## src/rtl/temporizador_bcd_if.sv

```systemverilog
// Control and display bus of the BCD countdown timer: user-input pulses in,
// packed-BCD digits and status out.
interface temporizador_bcd_if;
    logic       tick_1hz;
    logic       Prog_on;
    logic [3:0] Cursor;
    logic       inc;
    logic       dec;
    logic       start;
    logic       stop;
    logic [7:0] digit_TimerHORA;
    logic [7:0] digit_TimerMIN;
    logic [7:0] digit_TimerSEG;
    logic       running;
    logic       timer_done;

    modport master (
        output tick_1hz, Prog_on, Cursor, inc, dec, start, stop,
        input  digit_TimerHORA, digit_TimerMIN, digit_TimerSEG, running, timer_done
    );

    modport slave (
        input  tick_1hz, Prog_on, Cursor, inc, dec, start, stop,
        output digit_TimerHORA, digit_TimerMIN, digit_TimerSEG, running, timer_done
    );
endinterface

```

## src/rtl/temporizador_bcd.sv

```systemverilog
// BCD hh:mm:ss countdown timer with per-field programming and a held
// terminal flag at 00:00:00.
//
// state | meaning
// IDLE  | value held, waiting for start
// PROG  | Prog_on high, inc/dec edit the field chosen by Cursor
// RUN   | one-second decrement on every tick_1hz
// DONE  | reached 00:00:00, timer_done held until stop/start
module temporizador_bcd #(
    parameter logic [7:0] HOUR_MAX = 8'h23
) (
    input  logic               clk,
    input  logic               reset,
    temporizador_bcd_if.slave  bus
);

    localparam logic [1:0] IDLE = 2'd0;
    localparam logic [1:0] PROG = 2'd1;
    localparam logic [1:0] RUN  = 2'd2;
    localparam logic [1:0] DONE = 2'd3;

    logic [1:0] r_state;
    logic [7:0] r_hora, r_min, r_seg;
    logic       r_running, r_done;

    logic [1:0] w_state_nxt;
    logic [7:0] w_hora_nxt, w_min_nxt, w_seg_nxt;
    logic [7:0] w_t_hora, w_t_min, w_t_seg;
    logic       w_edit;
    logic       w_nonzero;

    // Both helpers wrap at the field limits, so they also serve the borrow chain.
    function automatic logic [7:0] bcd_inc(input logic [7:0] v, input logic [7:0] vmax);
        if (v == vmax)
            return 8'h00;
        else if (v[3:0] == 4'd9)
            return {v[7:4] + 4'd1, 4'd0};
        else
            return {v[7:4], v[3:0] + 4'd1};
    endfunction

    function automatic logic [7:0] bcd_dec(input logic [7:0] v, input logic [7:0] vmax);
        if (v == 8'h00)
            return vmax;
        else if (v[3:0] == 4'd0)
            return {v[7:4] - 4'd1, 4'd9};
        else
            return {v[7:4], v[3:0] - 4'd1};
    endfunction

    assign w_nonzero = (r_hora != 8'h00) || (r_min != 8'h00) || (r_seg != 8'h00);
    assign w_edit    = bus.inc ^ bus.dec;

    assign w_t_seg  = bcd_dec(r_seg, 8'h59);
    assign w_t_min  = (r_seg == 8'h00) ? bcd_dec(r_min, 8'h59) : r_min;
    assign w_t_hora = (r_seg == 8'h00 && r_min == 8'h00) ? bcd_dec(r_hora, HOUR_MAX) : r_hora;

    always_comb begin
        w_state_nxt = r_state;
        w_hora_nxt  = r_hora;
        w_min_nxt   = r_min;
        w_seg_nxt   = r_seg;
        if (bus.Prog_on) begin
            w_state_nxt = PROG;
            // Edits only once already in PROG; the entry cycle just switches state.
            if (r_state == PROG && w_edit) begin
                case (bus.Cursor)
                    4'd6: w_hora_nxt = bus.inc ? bcd_inc(r_hora, HOUR_MAX) : bcd_dec(r_hora, HOUR_MAX);
                    4'd7: w_min_nxt  = bus.inc ? bcd_inc(r_min, 8'h59) : bcd_dec(r_min, 8'h59);
                    4'd8: w_seg_nxt  = bus.inc ? bcd_inc(r_seg, 8'h59) : bcd_dec(r_seg, 8'h59);
                    default: ;
                endcase
            end
        end else begin
            case (r_state)
                PROG: w_state_nxt = IDLE;
                IDLE: if (bus.start && w_nonzero) w_state_nxt = RUN;
                RUN: begin
                    if (bus.stop) begin
                        w_state_nxt = IDLE;
                    end else if (bus.tick_1hz) begin
                        w_hora_nxt = w_t_hora;
                        w_min_nxt  = w_t_min;
                        w_seg_nxt  = w_t_seg;
                        if ({w_t_hora, w_t_min, w_t_seg} == 24'h000000)
                            w_state_nxt = DONE;
                    end
                end
                DONE: if (bus.stop || bus.start) w_state_nxt = IDLE;
                default: w_state_nxt = IDLE;
            endcase
        end
    end

    always_ff @(posedge clk or negedge reset) begin
        if (!reset) begin
            r_state   <= IDLE;
            r_hora    <= 8'h00;
            r_min     <= 8'h00;
            r_seg     <= 8'h00;
            r_running <= 1'b0;
            r_done    <= 1'b0;
        end else begin
            r_state   <= w_state_nxt;
            r_hora    <= w_hora_nxt;
            r_min     <= w_min_nxt;
            r_seg     <= w_seg_nxt;
            r_running <= (w_state_nxt == RUN);
            r_done    <= (w_state_nxt == DONE);
        end
    end

    assign bus.digit_TimerHORA = r_hora;
    assign bus.digit_TimerMIN  = r_min;
    assign bus.digit_TimerSEG  = r_seg;
    assign bus.running         = r_running;
    assign bus.timer_done      = r_done;

endmodule
```

## src/flat_wrapper.sv

```systemverilog
// flat-port wrapper written by rule: the top's interface ports become plain ports
module temporizador_bcd_flat 
#(
    parameter logic [7:0] HOUR_MAX = 8'h23
)
  (clk, reset, bus_tick_1hz, bus_Prog_on, bus_Cursor, bus_inc, bus_dec, bus_start, bus_stop, bus_digit_TimerHORA, bus_digit_TimerMIN, bus_digit_TimerSEG, bus_running, bus_timer_done);
  temporizador_bcd_if bus_i ();
  input  logic clk;
  input  logic reset;
  input wire logic [$bits(bus_i.tick_1hz)-1:0] bus_tick_1hz;
  input wire logic [$bits(bus_i.Prog_on)-1:0] bus_Prog_on;
  input wire logic [$bits(bus_i.Cursor)-1:0] bus_Cursor;
  input wire logic [$bits(bus_i.inc)-1:0] bus_inc;
  input wire logic [$bits(bus_i.dec)-1:0] bus_dec;
  input wire logic [$bits(bus_i.start)-1:0] bus_start;
  input wire logic [$bits(bus_i.stop)-1:0] bus_stop;
  output wire logic [$bits(bus_i.digit_TimerHORA)-1:0] bus_digit_TimerHORA;
  output wire logic [$bits(bus_i.digit_TimerMIN)-1:0] bus_digit_TimerMIN;
  output wire logic [$bits(bus_i.digit_TimerSEG)-1:0] bus_digit_TimerSEG;
  output wire logic [$bits(bus_i.running)-1:0] bus_running;
  output wire logic [$bits(bus_i.timer_done)-1:0] bus_timer_done;
  assign bus_i.tick_1hz = bus_tick_1hz;
  assign bus_i.Prog_on = bus_Prog_on;
  assign bus_i.Cursor = bus_Cursor;
  assign bus_i.inc = bus_inc;
  assign bus_i.dec = bus_dec;
  assign bus_i.start = bus_start;
  assign bus_i.stop = bus_stop;
  assign bus_digit_TimerHORA = bus_i.digit_TimerHORA;
  assign bus_digit_TimerMIN = bus_i.digit_TimerMIN;
  assign bus_digit_TimerSEG = bus_i.digit_TimerSEG;
  assign bus_running = bus_i.running;
  assign bus_timer_done = bus_i.timer_done;
  temporizador_bcd #(.HOUR_MAX(HOUR_MAX)) u_core (.clk(clk), .reset(reset), .bus(bus_i));
endmodule
```

## config.mk

```make
export PLATFORM = sky130hd
export DESIGN_NAME = temporizador_bcd_flat
export DESIGN_NICKNAME = d
export VERILOG_FILES = /design/src/rtl/temporizador_bcd_if.sv /design/src/rtl/temporizador_bcd.sv /design/src/flat_wrapper.sv
export SDC_FILE = /design/constraint.sdc
export NUM_CORES = 1
export LEC_CHECK = 0
export CORE_ASPECT_RATIO = 1.2
export CORE_UTILIZATION = 30
export DETAILED_ROUTE_END_ITERATION = 7
export GPL_TIMING_DRIVEN = 0
export PLACE_DENSITY = 0.52
export SLEW_MARGIN = 20
export SYNTH_ARGS = -nofsm -noshare
export SYNTH_HDL_FRONTEND = slang
export SYNTH_SLANG_ARGS = --single-unit
```

## constraint.sdc

```tcl
create_clock -name clk -period 9.7 [get_ports clk]
set_clock_uncertainty 0.15 [all_clocks]
set_input_delay 1.94 -clock clk [delete_from_list [all_inputs] [get_ports clk]]
set_output_delay 1.94 -clock clk [all_outputs]
set_load 0.01 [all_outputs]
```

Yosys cells after proc, flatten, opt, wreduce, memory -nomap -nowiden
Index checks and enable logic that the tools add are counted.
{"block": "totals", "regBits": 28, "word_cells": 111}
{"block": "op_classes", "mux": 42, "n_addsub": 12, "n_reduce_logical": 25, "n_eq_ne": 22, "bitwise": 1}
{"cell": "2-to-1 mux 8 bit", "count": 35}
{"cell": "adder 4 x 1 -> 4 bit (second input constant)", "count": 6}
{"cell": "zero test 24 bit", "count": 1}
{"cell": "zero test 8 bit", "count": 3}
{"cell": "nonzero test 8 bit", "count": 3}
{"cell": "subtractor 4 x 1 -> 4 bit (second input constant)", "count": 6}
{"cell": "AND reduction 6 bit", "count": 3}
{"cell": "equality test 4 bit (second input constant)", "count": 4}
{"cell": "equality test 8 x 7 -> 1 bit (second input constant)", "count": 2}
{"cell": "AND reduction 5 bit", "count": 3}
{"cell": "zero test 4 bit", "count": 3}
{"cell": "2-to-1 mux 2 bit", "count": 6}
{"cell": "inequality test 4 x 2 -> 1 bit (second input constant)", "count": 3}
{"cell": "equality test 2 bit (second input constant)", "count": 4}
{"cell": "equality test 4 x 3 -> 1 bit (second input constant)", "count": 2}
{"cell": "equality test 8 x 6 -> 1 bit (second input constant)", "count": 1}
{"cell": "inequality test 2 x 1 -> 1 bit (second input constant)", "count": 4}
{"cell": "case mux 2 bit (4 select lines)", "count": 1}
{"cell": "nonzero test 2 bit", "count": 2}
{"cell": "logical AND 1 bit", "count": 3}
{"cell": "logical OR 1 bit", "count": 3}
{"cell": "equality test 2 x 1 -> 1 bit (second input constant)", "count": 1}
{"cell": "zero test 2 bit", "count": 1}
{"cell": "inequality test 2 bit (second input constant)", "count": 1}
{"cell": "bitwise XOR 1 bit", "count": 1}

Longest topological paths before layout
{"block": "logic_depth", "word_depth": 11, "depth_mapped": 9}

Least setup slack after synthesis
OpenSTA, ideal clock, no wires.
{"block": "synth_timing", "path_kind": "input to register", "startpoint": "input port bus_inc", "endpoint": "register u_core.r_hora[4], in the netlist u_core.bus.digit_TimerHORA[4]", "setup_ns": 0.121, "t_required_ns": 9.429, "cell_stages": 8, "n_path_buf": 2, "t_arrival_ns": 3.794, "slack_ns": 5.635, "cell_sequence": "clkbuf_1 -> xor2_1 -> nand4b_1 -> o31ai_1 -> and2_1 -> clkbuf_1 -> o21ai_0 -> a22o_1"}
{"block": "synth_via", "elab_chain_cells": 4, "word_cells_on_any_way": 9}
{"element": "start: declaration", "line_no": "flat_wrapper.sv:13", "text": "input wire logic [$bits(bus_i.inc)-1:0] bus_inc;"}
{"element": "bitwise XOR 1 bit or 2-to-1 mux 8 bit (tied branches)", "line_no": "temporizador_bcd.sv:52, temporizador_bcd.sv:68"}
{"element": "logical AND 1 bit or 2-to-1 mux 8 bit (tied branches)", "line_no": "temporizador_bcd.sv:66, temporizador_bcd.sv:67"}
{"element": "inequality test 2 x 1 -> 1 bit (no source line) or 2-to-1 mux 8 bit (tied branches)"}
{"element": "AND reduction 6 bit (no source line) or 2-to-1 mux 8 bit (tied branches)"}
{"element": "end signal: assignment", "line_no": "temporizador_bcd.sv:105", "text": "r_hora <= w_hora_nxt;"}
{"element": "end: declaration", "line_no": "temporizador_bcd.sv:23", "text": "logic [7:0] r_hora, r_min, r_seg;"}
Parallel ways exist; a longest one is shown, timed or not. The select of a mux whose other input is x is not followed.
A chain may end at the register's enable or synchronous reset.

Final worst setup path
{"block": "layout_timing", "startpoint": "input port bus_Prog_on", "endpoint": "register u_core.r_hora[4], in the netlist u_core.bus.digit_TimerHORA[4]"}
{"block": "layout_via", "elab_chain_cells": 2, "word_cells_on_any_way": 8}
{"element": "start: declaration", "line_no": "flat_wrapper.sv:11", "text": "input wire logic [$bits(bus_i.Prog_on)-1:0] bus_Prog_on;"}
{"element": "inequality test 4 x 2 -> 1 bit (no source line) (tied with other cells)"}
{"element": "AND reduction 6 bit (no source line)"}
Parallel ways exist; a longest one is shown, timed or not.

==> impl_metrics.env <==
export IMPL_clock_path_buffers=2
export IMPL_leakage_uw=0.00132
export IMPL_yosys_most_used_dff="dfrtp_1"
export IMPL_path_cells="clkdlybuf4s50_1 -> nand4b_1 -> o31ai_1 -> and2_1 -> clkbuf_1 -> o21ai_0 -> a22o_1"
export IMPL_num_nets_final=437
export IMPL_syn_num_nets=395
export IMPL_synth_edff_count=0
export IMPL_status="completed"
export IMPL_area_growth_pct=20.3
export IMPL_grt_pass1_wl_um=15200
export IMPL_end_kind="flip-flop"
export IMPL_min_from="u_core.r_state[0]"
export IMPL_tritoncts="yes"
export IMPL_port_buffers=36
export IMPL_synth_top_cell_area_share=0.245
export IMPL_ios=38
export IMPL_pwr_density_cell_nw_per_um2=200
export IMPL_gp_congestion=0.900
export IMPL_ff_latch_area_sq_um=701
export IMPL_rsz0062_at_grt="false"
export IMPL_relSlewSlack=0.336
export IMPL_setup_viol=0
export IMPL_synthArstFlopShare=1.00
export IMPL_clockRootBuffer="clkbuf_8"
export IMPL_htreeDepth=1
export IMPL_cts_clk_slew_worst_paths_ns=0.12
export IMPL_grt_overflow_total=0
export IMPL_fillCellCount=1003
export IMPL_critPathMaxStageDelay_ns=0.87
export IMPL_synth_area_leader_cell="dfrtp_1"
export IMPL_synth_cell_types=72
export IMPL_drt_antenna_violating_nets=0
export IMPL_finalCritPeriodShare=0.472
export IMPL_drc=0
export IMPL_crit_arrival_ns=4.63
export IMPL_slowest_stage="o31ai_1"
export IMPL_synth_area_leaders="dfrtp_1 (25%), ha_1 (7.4%), o21ai_0 (5.3%)"
export IMPL_drv_slew=0
export IMPL_cts_setup_buffers=0
export IMPL_synth_seq_cells=28
export IMPL_r2r_end="u_core.bus.running"
export IMPL_grt_pass1_vias=3015
export IMPL_die_h_um=109
export IMPL_synthCells=366
export IMPL_drive_gt1_frac=0.0590
export IMPL_dieArea_sq_um=9930
export IMPL_dr_pass1_iters=5
export IMPL_antenna_found_initial=0
export IMPL_design_core_area_sq_um=9130
export IMPL_path_max_fanout=9
export IMPL_multi_input_area_sq_um=1970
export IMPL_cts_buffers=3
export IMPL_cts_hold_buf=0
export IMPL_routed_via_density=5.90
export IMPL_wire_per_inst_um=17.5
export IMPL_hold_path_end="u_core.bus.timer_done"
export IMPL_cts_resized=0
export IMPL_die_x_um=91.1
export IMPL_grt_max_degree=29
export IMPL_fin_util=0.377
export IMPL_drt_iter0_markers=190
export IMPL_avgSynthCellArea_sq_um=7.81
export IMPL_clkSinkCount=28
export IMPL_hold_path_depth=2
export IMPL_reg2reg_depth=8
export IMPL_rrSetupSlack_ns=6.11
export IMPL_post_dp_hpwl_um=6850
export IMPL_peakVddDrop_uv=80.0
export IMPL_clk_latency_ns=0.29
export IMPL_antenna_cells=0
export IMPL_yosysSeqAreaShare=0.245
export IMPL_crit_type="in2reg"
export IMPL_vias=3110
export IMPL_startpoint_type="input port"
export IMPL_yosysWarnings=0
export IMPL_max_cap_violations=0
export IMPL_synth_area_sq_um=2860
export IMPL_start_util=0.313
export IMPL_fin_crit_ns=4.58
export IMPL_totalWireLength_um=9230
export IMPL_rows=38
export IMPL_fmaxAchievable_mhz=218
export IMPL_reg2reg_from="u_core.bus.digit_TimerSEG[1]"
export IMPL_tns_ns=0
export IMPL_worst_pin_slew_ns=0.987
export IMPL_crit_required_ns=9.74
export IMPL_hp_class="reg2reg"
export IMPL_grt_usage=0.192
export IMPL_hold_violations=0
routing by layer:
layer / up-vias / wire length (um) / global-route usage
met1: 1508 / 3900 / 0.236
met4: 0 / 306 / 0.0839
met5: - / 0 / 0
met2: 105 / 4550 / 0.339
li1: 1475 / - / -
met3: 22 / 474 / 0.0202
critical path, delay by kind of cell:
kind,cells,cell delay [ns]
AO/OA/AOI/OAI,3,1.29
buffers and inverters,2,0.96
AND/OR/NAND/NOR,2,0.44
cell usage after synthesis, drive strengths merged, types with 3 or more instances:
library cell	number
a21oi	23
nand2b	6
a211oi	7
or4	4
clkbuf	20
inv	23
nor4	6
nor3	11
nor4b	3
ha	17
a22oi	3
a311oi	3
o22a	5
mux2i	4
o2111ai	5
nand3	9
o21ai	30
xnor2	3
nand4	8
a21o	5
dfrtp	28
nor3b	3
nor2b	4
or3b	3
buf	3
nor2	37
o22ai	4
a31oi	7
o311ai	3
nand2	22
and2	3
o31ai	5
and3	5
per-stage QoR:
stage	instances	worst slack [ns]	hold WS (ns)	power, uW	cell area (sq um)
2_1_floorplan	366	5.63	0.417	461	2860
3_3_place_gp	522	4.76	0.476	601	3370
3_5_place_dp	523	4.81	0.479	604	3380
4_1_cts	527	5.11	0.498	689	3440
5_1_grt	527	4.90	0.550	743	3440
6_report	527	5.12	0.502	687	3440
worst max-delay path by stage:
stage / startpoint / endpoint / slack, ns / cells after the start
after floorplan: bus_inc / u_core.bus.digit_TimerHORA[4] / 5.63 / 8
after global placement: bus_Prog_on / u_core.bus.digit_TimerHORA[5] / 4.76 / 7
after detailed placement: bus_Prog_on / u_core.bus.digit_TimerHORA[4] / 4.81 / 7
after CTS: bus_Prog_on / u_core.bus.digit_TimerHORA[4] / 5.11 / 7
after global routing: bus_Prog_on / u_core.bus.digit_TimerHORA[4] / 4.90 / 7
final: bus_Prog_on / u_core.bus.digit_TimerHORA[4] / 5.12 / 7
report_power, final:
group	switching, uW	total, uW	internal (uW)
Clock	44.6	81.2	36.6
Combinational	226	409	183
Sequential	53.1	197	144
Total	324	687	364
kinds of logic after synthesis:
family | Yosys count | synth area share
xor+xnor | 5 | 0.0153
simple gates | 137 | 0.277
mux | 5 | 0.0179
flops | 28 | 0.245
fa+ha+maj | 17 | 0.0744
buf+inv | 46 | 0.0656
compound gates | 128 | 0.305
layout by cell type (no fill, tap or decap), types with 5 or more instances in the layout:
| master | instances |
|---|---|
| nor2_1 | 37 |
| clkdlybuf4s50_1 | 35 |
| o21ai_0 | 30 |
| dfrtp_1 | 28 |
| inv_1 | 23 |
| a21oi_1 | 23 |
| nand2_1 | 22 |
| clkbuf_1 | 20 |
| ha_1 | 17 |
| nor3_1 | 11 |
| nand3_1 | 9 |
| nand4_1 | 8 |
| a31oi_1 | 7 |
| a211oi_1 | 7 |
| nand2b_1 | 6 |
| o2111ai_1 | 5 |
| o31ai_1 | 5 |
| a21o_1 | 5 |
| and3_1 | 5 |
| o22a_1 | 5 |
state kept, by name, summed over array words and instances (netlist names):
| signal | count |
|---|---|
| u_core.bus.digit_TimerHORA | 8 |
| u_core.bus.digit_TimerSEG | 8 |
| u_core.bus.digit_TimerMIN | 8 |
| u_core.r_state | 2 |
| u_core.bus.timer_done | 1 |
| u_core.bus.running | 1 |
area by class of cell:
class                   instances  share of cell area
plain buffers                  23              0.0295
well taps                     120              0.0437
multi-input cells             292               0.573
flip-flops and latches         28               0.204
inverters                      23              0.0251
clock buffers                   4              0.0160
repair buffers                 37               0.109
(Power assumes the default switching activity.)
